### src/rtl/gp_core_pkg.sv
// Shared GP-Core types: hazard shadow entries and forward-source encodings.
package gp_core_pkg;

    localparam int NUM_REGS_DEF   = 8;
    localparam int DEPTH_DEF      = 4;
    localparam int LOAD_READY_DEF = 3;
    localparam int HAZ_RD_W       = 8;

    typedef struct packed {
        logic                valid;
        logic [HAZ_RD_W-1:0] rd;
        logic                wr;
        logic                ld;
    } haz_entry_t;

    typedef enum logic [1:0] {
        FWD_RF   = 2'd0,
        FWD_MEM1 = 2'd1,
        FWD_MEM2 = 2'd2,
        FWD_WB   = 2'd3
    } fwd_src_e;

endpackage

### src/rtl/gp_fwd_match.sv
// Nearest-producer search for one source operand against the hazard shadow.
module gp_fwd_match
    import gp_core_pkg::*;
#(
    parameter int DEPTH      = DEPTH_DEF,
    parameter int LOAD_READY = LOAD_READY_DEF,
    parameter int REG_W      = 3,
    parameter int SEL_W      = 2
) (
    input  haz_entry_t [DEPTH-1:0] sh_i,
    input  logic [REG_W-1:0]       src_i,
    input  logic                   used_i,
    output logic                   hit_o,
    output logic [SEL_W-1:0]       sel_o,
    output logic                   lu_o
);

    logic [HAZ_RD_W-1:0] src_ext;

    assign src_ext = HAZ_RD_W'(src_i);

    // Oldest first so the nearest producer overwrites; stage DEPTH-1 reads the write-through RF.
    always_comb begin
        hit_o = 1'b0;
        sel_o = '0;
        lu_o  = 1'b0;
        for (int k = DEPTH - 1; k >= 0; k--) begin
            if (used_i && sh_i[k].valid && sh_i[k].wr && (sh_i[k].rd == src_ext)) begin
                hit_o = 1'b1;
                if (k == DEPTH - 1) begin
                    sel_o = '0;
                    lu_o  = 1'b0;
                end else if (sh_i[k].ld && ((k + 1) < LOAD_READY)) begin
                    sel_o = '0;
                    lu_o  = 1'b1;
                end else begin
                    sel_o = SEL_W'(k + 1);
                    lu_o  = 1'b0;
                end
            end
        end
    end

endmodule

### src/rtl/gp_hazard_ctrl.sv
// Pipeline hazard controller: forwarding, load-use stall, flush and freeze.
// Define GP_HAZ_PERF_EN to build the saturating stall/flush counters.
module gp_hazard_ctrl
    import gp_core_pkg::*;
#(
    parameter int  NUM_REGS   = NUM_REGS_DEF,
    parameter int  DEPTH      = DEPTH_DEF,
    parameter int  LOAD_READY = LOAD_READY_DEF,
    parameter int  CNT_W      = 32,
    localparam int REG_W      = $clog2(NUM_REGS),
    localparam int SEL_W      = $clog2(DEPTH)
) (
    input  logic             clk,
    input  logic             rst_n,
    input  logic             id_valid,
    input  logic [REG_W-1:0] id_rs1,
    input  logic [REG_W-1:0] id_rs2,
    input  logic             id_rs1_used,
    input  logic             id_rs2_used,
    input  logic [REG_W-1:0] id_rd,
    input  logic             id_reg_write,
    input  logic             id_mem_read,
    input  logic             icache_ready,
    input  logic             dcache_stall,
    input  logic             branch_taken,
    output logic             pc_write,
    output logic             if_write,
    output logic             if_flush,
    output logic             id_bubble,
    output logic             back_en,
    output logic [SEL_W-1:0] ex_fwd_a,
    output logic [SEL_W-1:0] ex_fwd_b,
    output logic [CNT_W-1:0] perf_lu_cnt,
    output logic [CNT_W-1:0] perf_flush_cnt
);

    haz_entry_t [DEPTH-1:0] sh_q, sh_d;
    haz_entry_t             id_ent;
    logic [SEL_W-1:0]       fwd_a_q, fwd_a_d, fwd_b_q, fwd_b_d;
    logic [SEL_W-1:0]       sel_a, sel_b;
    logic                   hit_a, hit_b, lu_a, lu_b;
    logic                   lu_stall, lu_bubble, flush_cyc;

    gp_fwd_match #(
        .DEPTH(DEPTH), .LOAD_READY(LOAD_READY), .REG_W(REG_W), .SEL_W(SEL_W)
    ) u_match_a (
        .sh_i(sh_q), .src_i(id_rs1), .used_i(id_rs1_used),
        .hit_o(hit_a), .sel_o(sel_a), .lu_o(lu_a)
    );

    gp_fwd_match #(
        .DEPTH(DEPTH), .LOAD_READY(LOAD_READY), .REG_W(REG_W), .SEL_W(SEL_W)
    ) u_match_b (
        .sh_i(sh_q), .src_i(id_rs2), .used_i(id_rs2_used),
        .hit_o(hit_b), .sel_o(sel_b), .lu_o(lu_b)
    );

    assign lu_stall = (lu_a | lu_b) & id_valid;

    always_comb begin
        id_ent.valid = id_valid;
        id_ent.rd    = HAZ_RD_W'(id_rd);
        id_ent.wr    = id_reg_write & id_valid;
        id_ent.ld    = id_mem_read & id_valid;
    end

    always_comb begin
        pc_write  = 1'b1;
        if_write  = 1'b1;
        if_flush  = 1'b0;
        id_bubble = 1'b0;
        back_en   = 1'b1;
        lu_bubble = 1'b0;
        flush_cyc = 1'b0;
        fwd_a_d   = hit_a ? sel_a : '0;
        fwd_b_d   = hit_b ? sel_b : '0;
        sh_d      = sh_q;
        for (int k = DEPTH - 1; k >= 1; k--) begin
            sh_d[k] = sh_q[k-1];
        end
        sh_d[0] = id_ent;
        if (dcache_stall) begin
            // EX is frozen and will re-present any branch once released.
            back_en  = 1'b0;
            pc_write = 1'b0;
            if_write = 1'b0;
            sh_d     = sh_q;
            fwd_a_d  = fwd_a_q;
            fwd_b_d  = fwd_b_q;
        end else if (branch_taken) begin
            if_flush  = 1'b1;
            id_bubble = 1'b1;
            flush_cyc = 1'b1;
            sh_d[0]   = '0;
            fwd_a_d   = '0;
            fwd_b_d   = '0;
        end else if (lu_stall) begin
            pc_write  = 1'b0;
            if_write  = 1'b0;
            id_bubble = 1'b1;
            lu_bubble = 1'b1;
            sh_d[0]   = '0;
            fwd_a_d   = '0;
            fwd_b_d   = '0;
        end else if (!icache_ready) begin
            pc_write = 1'b0;
            if_write = 1'b0;
        end
    end

    always_ff @(posedge clk or negedge rst_n) begin
        if (!rst_n) begin
            sh_q    <= '0;
            fwd_a_q <= '0;
            fwd_b_q <= '0;
        end else begin
            sh_q    <= sh_d;
            fwd_a_q <= fwd_a_d;
            fwd_b_q <= fwd_b_d;
        end
    end

    assign ex_fwd_a = fwd_a_q;
    assign ex_fwd_b = fwd_b_q;

`ifdef GP_HAZ_PERF_EN
    logic [CNT_W-1:0] lu_cnt_q, lu_cnt_d, fl_cnt_q, fl_cnt_d;

    always_comb begin
        lu_cnt_d = lu_cnt_q;
        fl_cnt_d = fl_cnt_q;
        if (lu_bubble && !(&lu_cnt_q)) begin
            lu_cnt_d = lu_cnt_q + 1'b1;
        end
        if (flush_cyc && !(&fl_cnt_q)) begin
            fl_cnt_d = fl_cnt_q + 1'b1;
        end
    end

    always_ff @(posedge clk or negedge rst_n) begin
        if (!rst_n) begin
            lu_cnt_q <= '0;
            fl_cnt_q <= '0;
        end else begin
            lu_cnt_q <= lu_cnt_d;
            fl_cnt_q <= fl_cnt_d;
        end
    end

    assign perf_lu_cnt    = lu_cnt_q;
    assign perf_flush_cnt = fl_cnt_q;
`else
    logic perf_unused;

    assign perf_unused    = lu_bubble ^ flush_cyc;
    assign perf_lu_cnt    = '0;
    assign perf_flush_cnt = '0;
`endif

endmodule

### config.mk
export PLATFORM = sky130hd
export DESIGN_NAME = gp_hazard_ctrl
export DESIGN_NICKNAME = d
export VERILOG_FILES = /design/src/rtl/gp_core_pkg.sv /design/src/rtl/gp_fwd_match.sv /design/src/rtl/gp_hazard_ctrl.sv
export SDC_FILE = /design/constraint.sdc
export NUM_CORES = 1
export LEC_CHECK = 0
export CORE_MARGIN = 1.5
export CORE_UTILIZATION = 35
export CTS_BUF_LIST = sky130_fd_sc_hd__clkbuf_8 sky130_fd_sc_hd__clkbuf_16
export DETAILED_ROUTE_END_ITERATION = 10
export PLACE_DENSITY = 0.74
export RECOVER_POWER = 25
export SYNTH_ARGS = -nofsm -noshare
export SYNTH_HDL_FRONTEND = slang
export SYNTH_SLANG_ARGS = --single-unit
### constraint.sdc
create_clock -name clk -period 2.02 [get_ports clk]
set_input_delay 0.202 -clock clk [delete_from_list [all_inputs] [get_ports clk]]
set_output_delay 0.202 -clock clk [all_outputs]
set_load 0.02 [all_outputs]
* Yosys cells after proc, flatten, opt, wreduce, memory -nomap -nowiden
Index checks and enable logic that the tools add are counted.
W data, S select, Z words.
** Storage, ports and cells
- Output and inout bits :: 73
- Input bits :: 19
- Word-level logic and storage cells :: 92
- Bits in registers :: 46
** Cells by class
- Bitwise operators :: 4
- Equality and inequality tests :: 8
- Reductions and logical operators :: 24
- Mux-type cells :: 40
** Operators by type and width (count)
- $eq A8 B3 Y1 :: 8
- $mux W2 :: 13
- $mux W1 :: 25
- $logic_and A1 B1 Y1 :: 24
- $mux W11 :: 2
- $and A1 B1 Y1 :: 3
- $or A1 B1 Y1 :: 1

* Logic depth before layout (Yosys ltp)
Gate-level depths: netlist of run 1.
- Depth in word-level cells :: 10
- Mapped depth :: 6

* Modules after synthesis
From an unflattened synthesis of run 1, not the netlist that was laid out.
** Second synthesis, totals
- Cell total of the unflattened synthesis :: 210
- Area total of the unflattened synthesis :: 2224.6 sq um
** Modules (own cells, without submodules)
- gp_hazard_ctrl :: cells each 138, instances 1, area each 1629.1 sq um
- gp_fwd_match :: cells each 36, instances 2, area each 297.8 sq um

* Worst setup path before layout of run 1
OpenSTA, ideal clock, no wires.
- Path type :: reg2out
- From :: register sh_q[4] (netlist bit)
- To :: output port pc_write
- Arrival :: 2.207 ns
- Slack :: -0.389 ns
- Cell stages (with the launch flop) :: 7
- Buffers on the path :: 1
- Cell sequence :: dfrtp_1 xor2_1 nor4_2 or3_1 nand3_1 a311oi_1 buf_4
** Between the ends
- Word-level cells in the longest chain between the ends :: 8
** Ends and longest elaborated chain
- start, declared :: RTL line gp_hazard_ctrl.sv:37 : haz_entry_t [DEPTH-1:0] sh_q, sh_d;
- start signal, assigned :: RTL line gp_hazard_ctrl.sv:113 : sh_q <= '0;
- start signal, assigned :: RTL line gp_hazard_ctrl.sv:117 : sh_q <= sh_d;
- $eq A8 B3 Y1 :: RTL line gp_fwd_match.sv:28 : if (used_i && sh_i[k].valid && sh_i[k].wr && (sh_i[k].rd == src_ext)) begin
- $logic_and A1 B1 Y1 :: RTL line gp_fwd_match.sv:28
- $mux W1 :: RTL line gp_fwd_match.sv:28
- $or A1 B1 Y1 (*) :: RTL line gp_hazard_ctrl.sv:58 : assign lu_stall = (lu_a | lu_b) & id_valid;
- $and A1 B1 Y1 (*) :: RTL line gp_hazard_ctrl.sv:58
- $mux W1 (*) (3 in a row)
- end, declared :: RTL line gp_hazard_ctrl.sv:26 : output logic pc_write,
Mark *: on every way between the ends. The rest lies on a longest branch, timed or not.

* Final worst setup path of run 1
- From :: register sh_q[1] (netlist bit)
- To :: output port if_write
** Between the ends
- Word-level cells in the longest chain between the ends :: 8
** Ends and longest elaborated chain
- $logic_and A1 B1 Y1 (2 in a row) :: RTL line gp_fwd_match.sv:28
- $mux W1 :: RTL line gp_fwd_match.sv:28
- $or A1 B1 Y1 (*) :: RTL line gp_hazard_ctrl.sv:58
- $and A1 B1 Y1 (*) :: RTL line gp_hazard_ctrl.sv:58
- $mux W1 (*) :: RTL line gp_hazard_ctrl.sv:97 : end else if (lu_stall) begin
- $mux W1 (*) :: RTL line gp_hazard_ctrl.sv:90 : end else if (branch_taken) begin
- $mux W1 (*) :: RTL line gp_hazard_ctrl.sv:82 : if (dcache_stall) begin
- end, declared :: RTL line gp_hazard_ctrl.sv:27 : output logic if_write,
Marked as above.

==> results of run 1 <==
layout make-up:
type                    instances  share of cell area
well taps                      52              0.0311
inverters                       3             0.00538
multi-input cells             143               0.445
repair buffers                 59               0.245
flip-flops and latches         21               0.252
clock buffers                   3              0.0197
clock inverters                 1             0.00179
how the worst max path moves through the flow:
stage,startpoint,to,slack [ns],cells past startpoint
final,sh_q[1],if_write,-0.22,7
after global routing,sh_q[1],if_write,-0.30,7
after CTS,sh_q[4],if_write,-0.25,7
after detailed placement,id_rs2[2],id_bubble,-0.81,8
after global placement,id_rs2[0],id_bubble,-0.75,8
after floorplan,sh_q[3],pc_write,0.03,6
cells in the mapped netlist:
| cell type | instances |
|---|---|
| a21oi_1 | 1 |
| a311oi_1 | 1 |
| a31o_2 | 1 |
| a32o_1 | 3 |
| a41oi_1 | 1 |
| buf_1 | 2 |
| buf_4 | 65 |
| clkbuf_1 | 1 |
| conb_1 | 1 |
| dfrtp_1 | 21 |
| inv_1 | 3 |
| mux2_2 | 13 |
| nand2_1 | 9 |
| nand3_1 | 8 |
| nand4_1 | 2 |
| nor2_1 | 3 |
| nor3_1 | 1 |
| nor4_1 | 2 |
| nor4_2 | 2 |
| o21ai_0 | 7 |
| o21ai_1 | 1 |
| o31a_1 | 2 |
| o31ai_1 | 2 |
| or3_1 | 2 |
| xnor2_1 | 6 |
| xor2_1 | 12 |
what timing repair did:
action / in CTS / in global routing
hold buffers: 0 / 0
setup buffers: 1 / 3
resized for setup: 23 / 14
pin swaps: 4 / 10
setup endpoints to repair: 6 / 6
layer usage:
metal / share of wire / vias to the layer above / wire [um]
met5: 0 / - / 0
met4: 0.0073 / 0 / 23
met3: 0.054 / 2 / 171
met2: 0.53 / 57 / 1670
met1: 0.41 / 543 / 1290
li1: - / 567 / -
worst max-delay path, stage by stage, from the launching register on:
cell,delay [ns]
dfrtp_1,0.38
buf_4,0.14
nand3_1,0.09
nor4_2,0.34
or3_4,0.22
nand3_4,0.09
a311oi_4,0.36
buf_6,0.17
power groups by stage:
stage	registers, mW	clock network [mW]	logic [mW]
2_1_floorplan	0.492	0	0.305
3_3_place_gp	0.495	0	0.338
3_5_place_dp	0.497	0	0.342
4_1_cts	0.488	0.283	0.343
5_1_grt	0.497	0.302	0.377
6_report	0.492	0.267	0.349
cell families after synthesis:
kind of cell           after synthesis
buffers and inverters               71
AND/OR/NAND/NOR                     29
flip-flops                          21
AO/OA/AOI/OAI                       19
XOR/XNOR                            18
multiplexers                        13
other                                1
registers in the layout, indices dropped and copies added (netlist names):
name	cells
sh_q	17
ex_fwd_b	2
ex_fwd_a	2
cell usage in the layout (no fill, tap or decap):
cell type         n
buf_4            31
nor2_1            3
clkbuf_8          3
nor4_1            2
nor4_2            1
or3_4             2
dlygate4sd3_1     1
nor4_4            1
a31o_4            1
a41oi_1           1
dfrtp_2           2
a21oi_2           1
mux2_2           13
xor2_2            3
nand3_4           1
dfrtp_1          19
nand2_1           9
o21ai_0           7
o31a_1            2
dlygate4sd2_1     3
dlymetal6s2s_1    2
xor2_1            9
clkbuf_1          1
nor3_1            1
a32o_1            3
inv_1             4
xnor2_1           6
nand3_1           6
o21ai_4           1
clkdlybuf4s50_1  18
a311oi_4          1
buf_6             3
nand3_2           1
conb_1           64
o31ai_1           2
nand4_1           2
==> metrics.txt, run 1 <==
Syn Std Cell Area=1630 um^2; Post-Syn Instances=172; DR iter-0 viols=15; Pleak=1.02 nW; dpl ws=-0.809 ns; CP endpoint kind=output port; top post-synthesis cells by area=dfrtp_1 (32%), buf_4 (30%), mux2_2 (9.0%); routing usage on met2=0.205; Required @ worst endpoint=1.82 ns; Worst-path clk slew=0.08 ns; Fill cells=414; Util after Layout=0.474; maximum number of pins on one net before global-route repair=24; xor/xnor share of the synthesized area=0.0967; root buffer cell=clkbuf_8; post-DP HPWL=2.49 mm; mux cell area share after synthesis=0.0898; GR Overflow Total=0; worst vdd ir=0.000393 V; Slew Limit Fails=0; port buffer count=27; Reg2Reg Depth=8; area leader, netlist=dfrtp_1; Hold Crit Class=register to register; Multi-input gate area=931 um^2; P&R area growth vs syn=28.3%; Switching Share=0.340; max cap viols=0; Rows=24; hold endpoint=ex_fwd_a[1]; simple-gate share of the synthesized area=0.0936; Vias/cell=4.15; violated checks=negative setup slack; cts bufs inserted=3; Final GP Congestion=0.907; placed insts=275; RSZ-0062 raised after global routing=yes; compound-gate portion of the synthesized area=0.0821; vias in the first global route=1072; total internal power=0.732 mW; hold-critical path depth=2; Post-DRT Antenna Nets=0; Clock Sinks=21; status=finished, violations left; grt met1 use=0.150; die area=5080 um^2; area of the core=4410 um^2; Post-Synth Adder-Cell Area=0; post-route insts no fill=282; skew final=0.00252 ns; Die Span X=71.3 um; synth unique cells=26; final cycle utilization of the critical path=1.11; Final #Nets=250; hold path startpoint=ex_fwd_a[1]; Detailed Routing Iterations Pass 1=4; placed cell area=1940 um^2; gr usage total=0.117; fmax=0.446 GHz; H-tree depth=1; largest family of logic cells by synthesized area=buffers and inverters; DR vias=1169; setup slack, reg-to-reg=0.08 ns; CP Launch Type=register; Boundary Pins=92; Least-Margin Pin Slew=1.13 ns; post-DR wirelength/cell=11.2 um; CTS tree=done; antenna cells=0; Synth Area per Inst=9.48 um^2; Pwr Total=1.11 mW; Clock Latency Late Sink=0.26 ns; Reg area=528 um^2; critical path class=register to output port; Die H=71.3 um; ratio of cells with drive above 1 in the final layout=0.283; Reg power frac=0.444; YS warnings=0; Initial Util=0.369; setup violators final=3; worst r2r dst=sh_q[2]; reg2reg start=sh_q[1]; net switching power=0.377 mW; critical-path maximum fanout=3; first-pass GRT wire length=4.80 mm; GR Util met3=0.0155; crit path DAT=2.04 ns; tightest hold margin=0.490 ns; clock tree buffer depth=2; Residual DRC=0; initial antenna violation count=0; Pwr Density=530 nW/um^2; routed wire length=3.15 mm; post-synthesis sequential element count=21; slew margin rel.=0.247; slack of the critical path=-0.224 ns; grt peak-use layer=met2; Clk pwr share=0.241; final hold viol count=0; Seq/Total Area, Yosys=0.322; Synth top area share=0.322; final setup TNS=-0.611 ns; Tmin final=2.24 ns; combinational share of power=0.315; Design Area, Final=2090 um^2
Power figures use the tool's default switching activity.
==> inputs of run 2 (changes only) <==
--- a/config.mk
+++ b/config.mk
@@ -8,8 +8,9 @@
 export CORE_MARGIN = 1.5
 export CORE_UTILIZATION = 35
 export CTS_BUF_LIST = sky130_fd_sc_hd__clkbuf_8 sky130_fd_sc_hd__clkbuf_16
+export CTS_CLUSTER_DIAMETER = 100
 export DETAILED_ROUTE_END_ITERATION = 10
-export PLACE_DENSITY = 0.74
+export PLACE_DENSITY_LB_ADDON = 0.05
 export RECOVER_POWER = 25
 export SYNTH_ARGS = -nofsm -noshare
 export SYNTH_HDL_FRONTEND = slang
==> run 2 against run 1 <==
The flow still finishes with violations (negative setup slack). Routed wire length is 11% higher. Setup slack improved by 0.071 ns. Clock power grew 1%. Die area is the same. Hold slack better by 0.0046 ns. Critical endpoint is now id_bubble.
==> metrics.txt, run 2 (same netlist as run 1, synthesis figures left out) <==
Worst-path clk slew=0.08 ns; maximum number of pins on one net before global-route repair=22; RSZ-0062 raised after global routing=yes; commonest non-fill, non-tap cell in the layout=conb_1; post-DR wirelength/cell=12.2 um; max FFs per register=17; P&R area growth vs syn=29.2%; critical path class=register to output port; CTS tree=done; max cap viols=0; DR iter-0 viols=30; fmax=0.460 GHz; root buffer cell=clkbuf_8; setup slack, reg-to-reg=0.09 ns; Reg power frac=0.439; Pleak=1.03 nW; Post-DRT Antenna Nets=0; Pwr Density=532 nW/um^2; critical-path maximum fanout=4; Design Area, Final=2110 um^2; placed cell area=1940 um^2; Required @ worst endpoint=1.82 ns; ratio of cells with drive above 1 in the final layout=0.298; Fill cells=443; Die H=71.3 um; routed wire length=3.51 mm; worst vdd ir=0.000272 V; CP endpoint kind=output port; Die Span X=71.3 um; net switching power=0.383 mW; Least-Margin Pin Slew=1.17 ns; Final #Nets=255; final hold viol count=0; Final GP Congestion=0.850; post-DP HPWL=2.74 mm; hold-critical path depth=2; Rows=24; hold buffer count at cts=0; Clk pwr share=0.242; reg2reg start=sh_q[3]; gr usage total=0.141; area of the core=4410 um^2; Clock Sinks=21; Residual DRC=0; antenna cells=0; Initial Util=0.369; commonest cells after routing, fill and taps aside=conb_1 (64), buf_4 (36), dfrtp_1 (19); clock tree buffer depth=2; slack of the critical path=-0.153 ns; CP Launch Type=register; H-tree depth=1; Hold Crit Class=register to register; GR Overflow Total=0; final setup TNS=-0.393 ns; first-pass GRT wire length=5.61 mm; violated checks=negative setup slack; Clock Latency Late Sink=0.26 ns; Reg2Reg Depth=8; status=finished, violations left; Switching Share=0.342; Reg area=528 um^2; crit path DAT=1.97 ns; setup violators final=3; Detailed Routing Iterations Pass 1=4; DR vias=1226; hold path startpoint=ex_fwd_b[0]; tightest hold margin=0.494 ns; Multi-input gate area=916 um^2; vias in the first global route=1167; Vias/cell=4.27; Boundary Pins=92; Tmin final=2.17 ns; final cycle utilization of the critical path=1.08; slew margin rel.=0.220; skew final=0.00141 ns; cts bufs inserted=3; hold endpoint=ex_fwd_b[0]; Slew Limit Fails=0; die area=5080 um^2; combinational share of power=0.319; total internal power=0.738 mW; dpl ws=-0.736 ns; worst r2r dst=ex_fwd_a[0]; Reg with most FFs=sh_q; port buffer count=27; initial antenna violation count=0
==> run 2: power groups by stage <==
stage	Sequential [mW]	Clock (mW)	Combinational, mW
after CTS	0.490	0.284	0.351
after floorplan	0.492	0	0.305
after global routing	0.498	0.306	0.387
after global placement	0.496	0	0.340
after detailed placement	0.497	0	0.343
final	0.492	0.271	0.358
==> run 2: per-layer routing <==
metal,up-vias,track usage,part of all wire
li1,578,-,-
met1,579,0.179,0.40
met2,63,0.241,0.52
met3,6,0.0225,0.057
met4,0,0.0524,0.022
met5,-,0,0
==> run 2: final cells by class <==
cell class                      instances  share of cell area
Clock buffer                            3              0.0196
Clock inverter                          1             0.00178
Inverter                                3             0.00535
Multi-Input combinational cell        143               0.435
Sequential cell                        21               0.251
Tap cell                               52              0.0309
Timing Repair Buffer                   64               0.257
==> run 2: worst max-delay path by stage <==
stage	endpoint	startpoint	slack (ns)
after floorplan	pc_write	sh_q[3]	0.03
after global placement	pc_write	id_rs2[1]	-0.70
final	id_bubble	sh_q[15]	-0.15
after CTS	pc_write	sh_q[3]	-0.20
after global routing	id_bubble	sh_q[3]	-0.24
after detailed placement	pc_write	id_rs2[1]	-0.74
==> run 2: worst max-delay path, cell delays in order (launching register included) <==
cell,delay [ns]
dfrtp_2,0.45
xnor2_1,0.17
nand4_1,0.15
or3_4,0.39
a31o_2,0.27
a21oi_2,0.15
buf_6,0.13
==> run 2: timing repair <==
| action | CTS | global route |
|---|---|---|
| pin swaps | 14 | 4 |
| setup buffers | 7 | 1 |
| setup endpoints to repair | 3 | 7 |
| resized for setup | 31 | 5 |
==> run 2: stage by stage <==
stage | util | cells | power [mW]
6_report | 0.477 | 287 | 1.12
5_1_grt | 0.477 | 287 | 1.19
4_1_cts | 0.470 | 286 | 1.13
3_5_place_dp | 0.440 | 275 | 0.840
3_3_place_gp | 0.440 | 275 | 0.836
2_1_floorplan | - | 235 | 0.797
==> RTL edit 1: new RTL, settings of run 1 <==
The parameter `CNT_W` goes from 32 to 64.
--- a/src/rtl/gp_hazard_ctrl.sv
+++ b/src/rtl/gp_hazard_ctrl.sv
@@ -6,7 +6,7 @@
     parameter int  NUM_REGS   = NUM_REGS_DEF,
     parameter int  DEPTH      = DEPTH_DEF,
     parameter int  LOAD_READY = LOAD_READY_DEF,
-    parameter int  CNT_W      = 32,
+    parameter int  CNT_W      = 64,
     localparam int REG_W      = $clog2(NUM_REGS),
     localparam int SEL_W      = $clog2(DEPTH)
 ) (
Ports: changed (resized perf_flush_cnt and perf_lu_cnt); port bits go from 92 to 156. The function was not compared with the original's and may differ.
==> RTL edit 1 against run 1 <==
  * Area after synthesis grew 29%
  * The run still ends with negative setup slack left
  * Sequential cell count is the same
  * Hold slack gained 5.7 ps
  * First-iteration DRC count grew 6.7%
  * Via count grew 19%
  * Setup slack gained 33 ps
  * Cell area grew 12%
  * Wire length grew 12%
  * Non-clock buffer count grew 2
  * Total power grew 10%
  * Register-to-register slack lost 30 ps
==> RTL edit 1: results (changes against run 1) <==
status=complete, but fails checks; failing checks=negative setup slack; final setup vio count=3 (unchanged); nets=316 (+26%); Crit-path slowest cell=clkdlybuf4s50_1; Setup WS post-layout=-191 ps (+33.5 ps); placer congestion estimate=0.851 (-6.2%); layout cells sized above 1=21.6% (-6.6 points); HPWL Detailed=2780 um (+12%); Multi-Input Combinational=207 (+45%); fill count=594 (+43%); P_clk=0.000276 W (+3%); 1st-iter DRT viols=16 (+1); switching power=0.000490 W (+30%); P_leak=1.23 nW (+21%); RR Startpoint=sh_q[3]$_DFFE_PN0N_; Logic inverters=3 (unchanged); sequential cell area fraction in the yosys report=24.9% (-7.3 points); peak supply drop=342 uV (-13%); routed vias=1,393 (+19%); NonClk Buf Share=22.4% (-2.1 points); nonclk buf count=61 (+3.4%); sequential fraction of total cell area=22.3% (-2.9 points); overall routing resource usage=10.2% (-1.5 points); post-route clock skew=3.12 ps (+0.599 ps); CP delay by family, top=buffers and inverters; routed len/inst=9.50 um (-15%); Hold Path Class=reg -> reg; vias in the first global route=1,140 (+6.3%); Clock-cell share=1.97% (-0.19 points); largest net degree at the start of global routing=22 (-8.3%); Slowest Stage Delay on Critical Path=540 ps (+160 ps); fraction of area in multi-input gates=48.9% (+4.4 points); top cells by area, synth=buf_4, dfrtp_1, mux2_2, xor2_1, xnor2_1; final setup TNS=-483 ps (+128 ps); top cells by count, synth=buf_4, dfrtp_1, mux2_2
-- RTL edit 1: path summary, 6_finish.rpt --
kind / endpoint / slack (ps) / depth (start not counted)
max: id_bubble / -190 / 7
min: ex_fwd_b[1]$_DFFE_PN0N_ / 500 / 2
max reg2reg: sh_q[4]$_DFFE_PN0N_ / 50 / 7
min reg2reg: ex_fwd_b[1]$_DFFE_PN0N_ / 500 / 2
max in group asynchronous: sh_q[32]$_DFFE_PN0N_ / 670 / 2
min in group asynchronous: sh_q[10]$_DFFE_PN0N_ / 680 / 2
-- RTL edit 1: what timing repair did --
action                     in CTS  in global routing
setup buffers                   3                  3
gates cloned                    0                  0
gates resized for setup        26                  5
setup endpoints to repair       6                  7
pin swaps                       5                  2
-- RTL edit 1: cell families after synthesis --
kind of cell	synth area share, %
flip-flops	24.9
multiplexers	6.94
buffers and inverters	46.9
XOR/XNOR	7.47
AO/OA/AOI/OAI	6.34
AND/OR/NAND/NOR	7.23
other	0.178
-- RTL edit 1: through the flow --
step | util (%) | power (W) | setup slack, ps | instances | cell area, sq um
final | 40.0 | 0.00122 | -191 | 371 | 2350
after global routing | 40.0 | 0.00129 | -270 | 371 | 2350
after CTS | 38.9 | 0.00122 | -193 | 368 | 2290
after detailed placement | 37.5 | 0.000943 | -740 | 361 | 2200
after global placement | 37.5 | 0.000933 | -684 | 361 | 2200
after floorplan | - | 0.000995 | 26.1 | 363 | 2610
-- RTL edit 1: metal layers --
| metal | track usage (%) | vias up | wire, um |
|---|---|---|---|
| met5 | 0 | - | 0 |
| met4 | 2.07 | 0 | 14 |
| met3 | 1.59 | 2 | 279 |
| met2 | 19.5 | 90 | 1960 |
| met1 | 11.9 | 664 | 1270 |
| li1 | - | 637 | - |
==> RTL edit 2: new RTL, settings of run 1 <==
Made on the original files. Build with the macro `GP_HAZ_PERF_EN` defined.
--- a/src/rtl/gp_hazard_ctrl.sv
+++ b/src/rtl/gp_hazard_ctrl.sv
@@ -1,5 +1,7 @@
 // Pipeline hazard controller: forwarding, load-use stall, flush and freeze.
 // Define GP_HAZ_PERF_EN to build the saturating stall/flush counters.
+`define GP_HAZ_PERF_EN
+
 module gp_hazard_ctrl
     import gp_core_pkg::*;
 #(
Check against the original RTL: not equivalent (a bounded check fails within 4 cycles, from zero or initial values and one cycle with rst_n low).
==> RTL edit 2 against run 1 <==
  * The run still ends with negative setup slack left
  * Cell area rose to 3.2 times the old value
  * Combinational power rose by 110%
  * Clock power rose to 7.0 times the old value
  * Wire length rose to 4.0 times the old value
  * Hold slack got worse by 27 ps
  * Critical path depth did not move
  * Setup slack got worse by 76 ps
  * Area after synthesis rose to 2.6 times the old value
  * Sequential cell count rose by 64
  * Total power rose to 4.1 times the old value
  * Critical path type unchanged
==> RTL edit 2: results (changes against run 1) <==
status=complete, but fails checks; failing checks=negative setup slack; Area after DPL=0.00591 sq mm (+200%); Setup WS post-layout=-300 ps (-75.9 ps); Hold Path Class=in -> reg; Place WS=-662 ps (+147 ps); Synth cell types=40 (+54%); switching power=0.00118 W (+210%); HPWL Detailed=8470 um (+240%); Crit-path slowest cell=dfrtp_2; wire length on met2=6480 um (+290%); DP Cell Count=702 (+160%); CTS Buf Count=9 (+6); Worst R2R End=ex_fwd_b[0]$_DFFE_PN0N_; met1 usage=24.5% (+9.4 points); H-Tree Depth=3 (+2); post-CTS setup buffer count=5 (+4); post-route clock skew=9.61 ps (+7.08 ps); CTS resizes=67 (+190%); synthesized area per cell=10.7 sq um (+12%); Power Sequential=0.00194 W (+290%); overall routing resource usage=19.7% (+8.0 points); Worst Reg-to-Reg Cells=7 (-1); Met1 Wirelength=5260 um (+310%); flop2flop setup slack=-210 ps (-290 ps); final setup vio count=19 (+16); IO buf count=91 (+240%); routed wl met3=637 um (+270%); layout cells sized above 1=30.1% (+1.8 points); Worst Tran Pin Value=1500 ps (+366 ps); first-pass GRT wire length=20,000 um (+320%); largest net degree at the start of global routing=41 (+71%); hold worst-path end=sh_q[3]$_DFFE_PN0N_; met2 Use GR=33.7% (+13 points); nets=602 (+140%); routed len/inst=17.2 um (+54%); Data arrival, critical path=2120 ps (+80 ps)
## RTL edit 2: layout make-up
cell class	count	area, sq um
Fill cell	1018	5260
Multi-Input combinational cell	299	2410
Sequential cell	85	2140
Timing Repair Buffer	180	1670
Clock buffer	12	267
Tap cell	147	184
Clock inverter	3	67.6
Inverter	6	22.5
## RTL edit 2: through the flow
stage	setup TNS, ps	hold slack (ps)	utilization, %	total power, W
final	-2580	462	56.3	0.00453
after global routing	-12480	470	56.3	0.00469
after global placement	-11730	134	49.2	0.00265
after detailed placement	-14680	140	49.2	0.00268
after CTS	-3200	317	55.2	0.00456
after floorplan	-108	-93.6	-	0.00227
## RTL edit 2: cells by family (layout without fill, tap and decap cells)
group / Yosys count / after routing / share of synthesized area (%)
xor+xnor: 76 / 76 / 15.5
simple gates: 181 / 181 / 23.9
buf+inv: 19 / 201 / 2.18
fa+ha+maj: 2 / 2 / 0.582
flops: 85 / 85 / 49.5
compound gates: 23 / 23 / 3.90
mux: 17 / 17 / 4.40
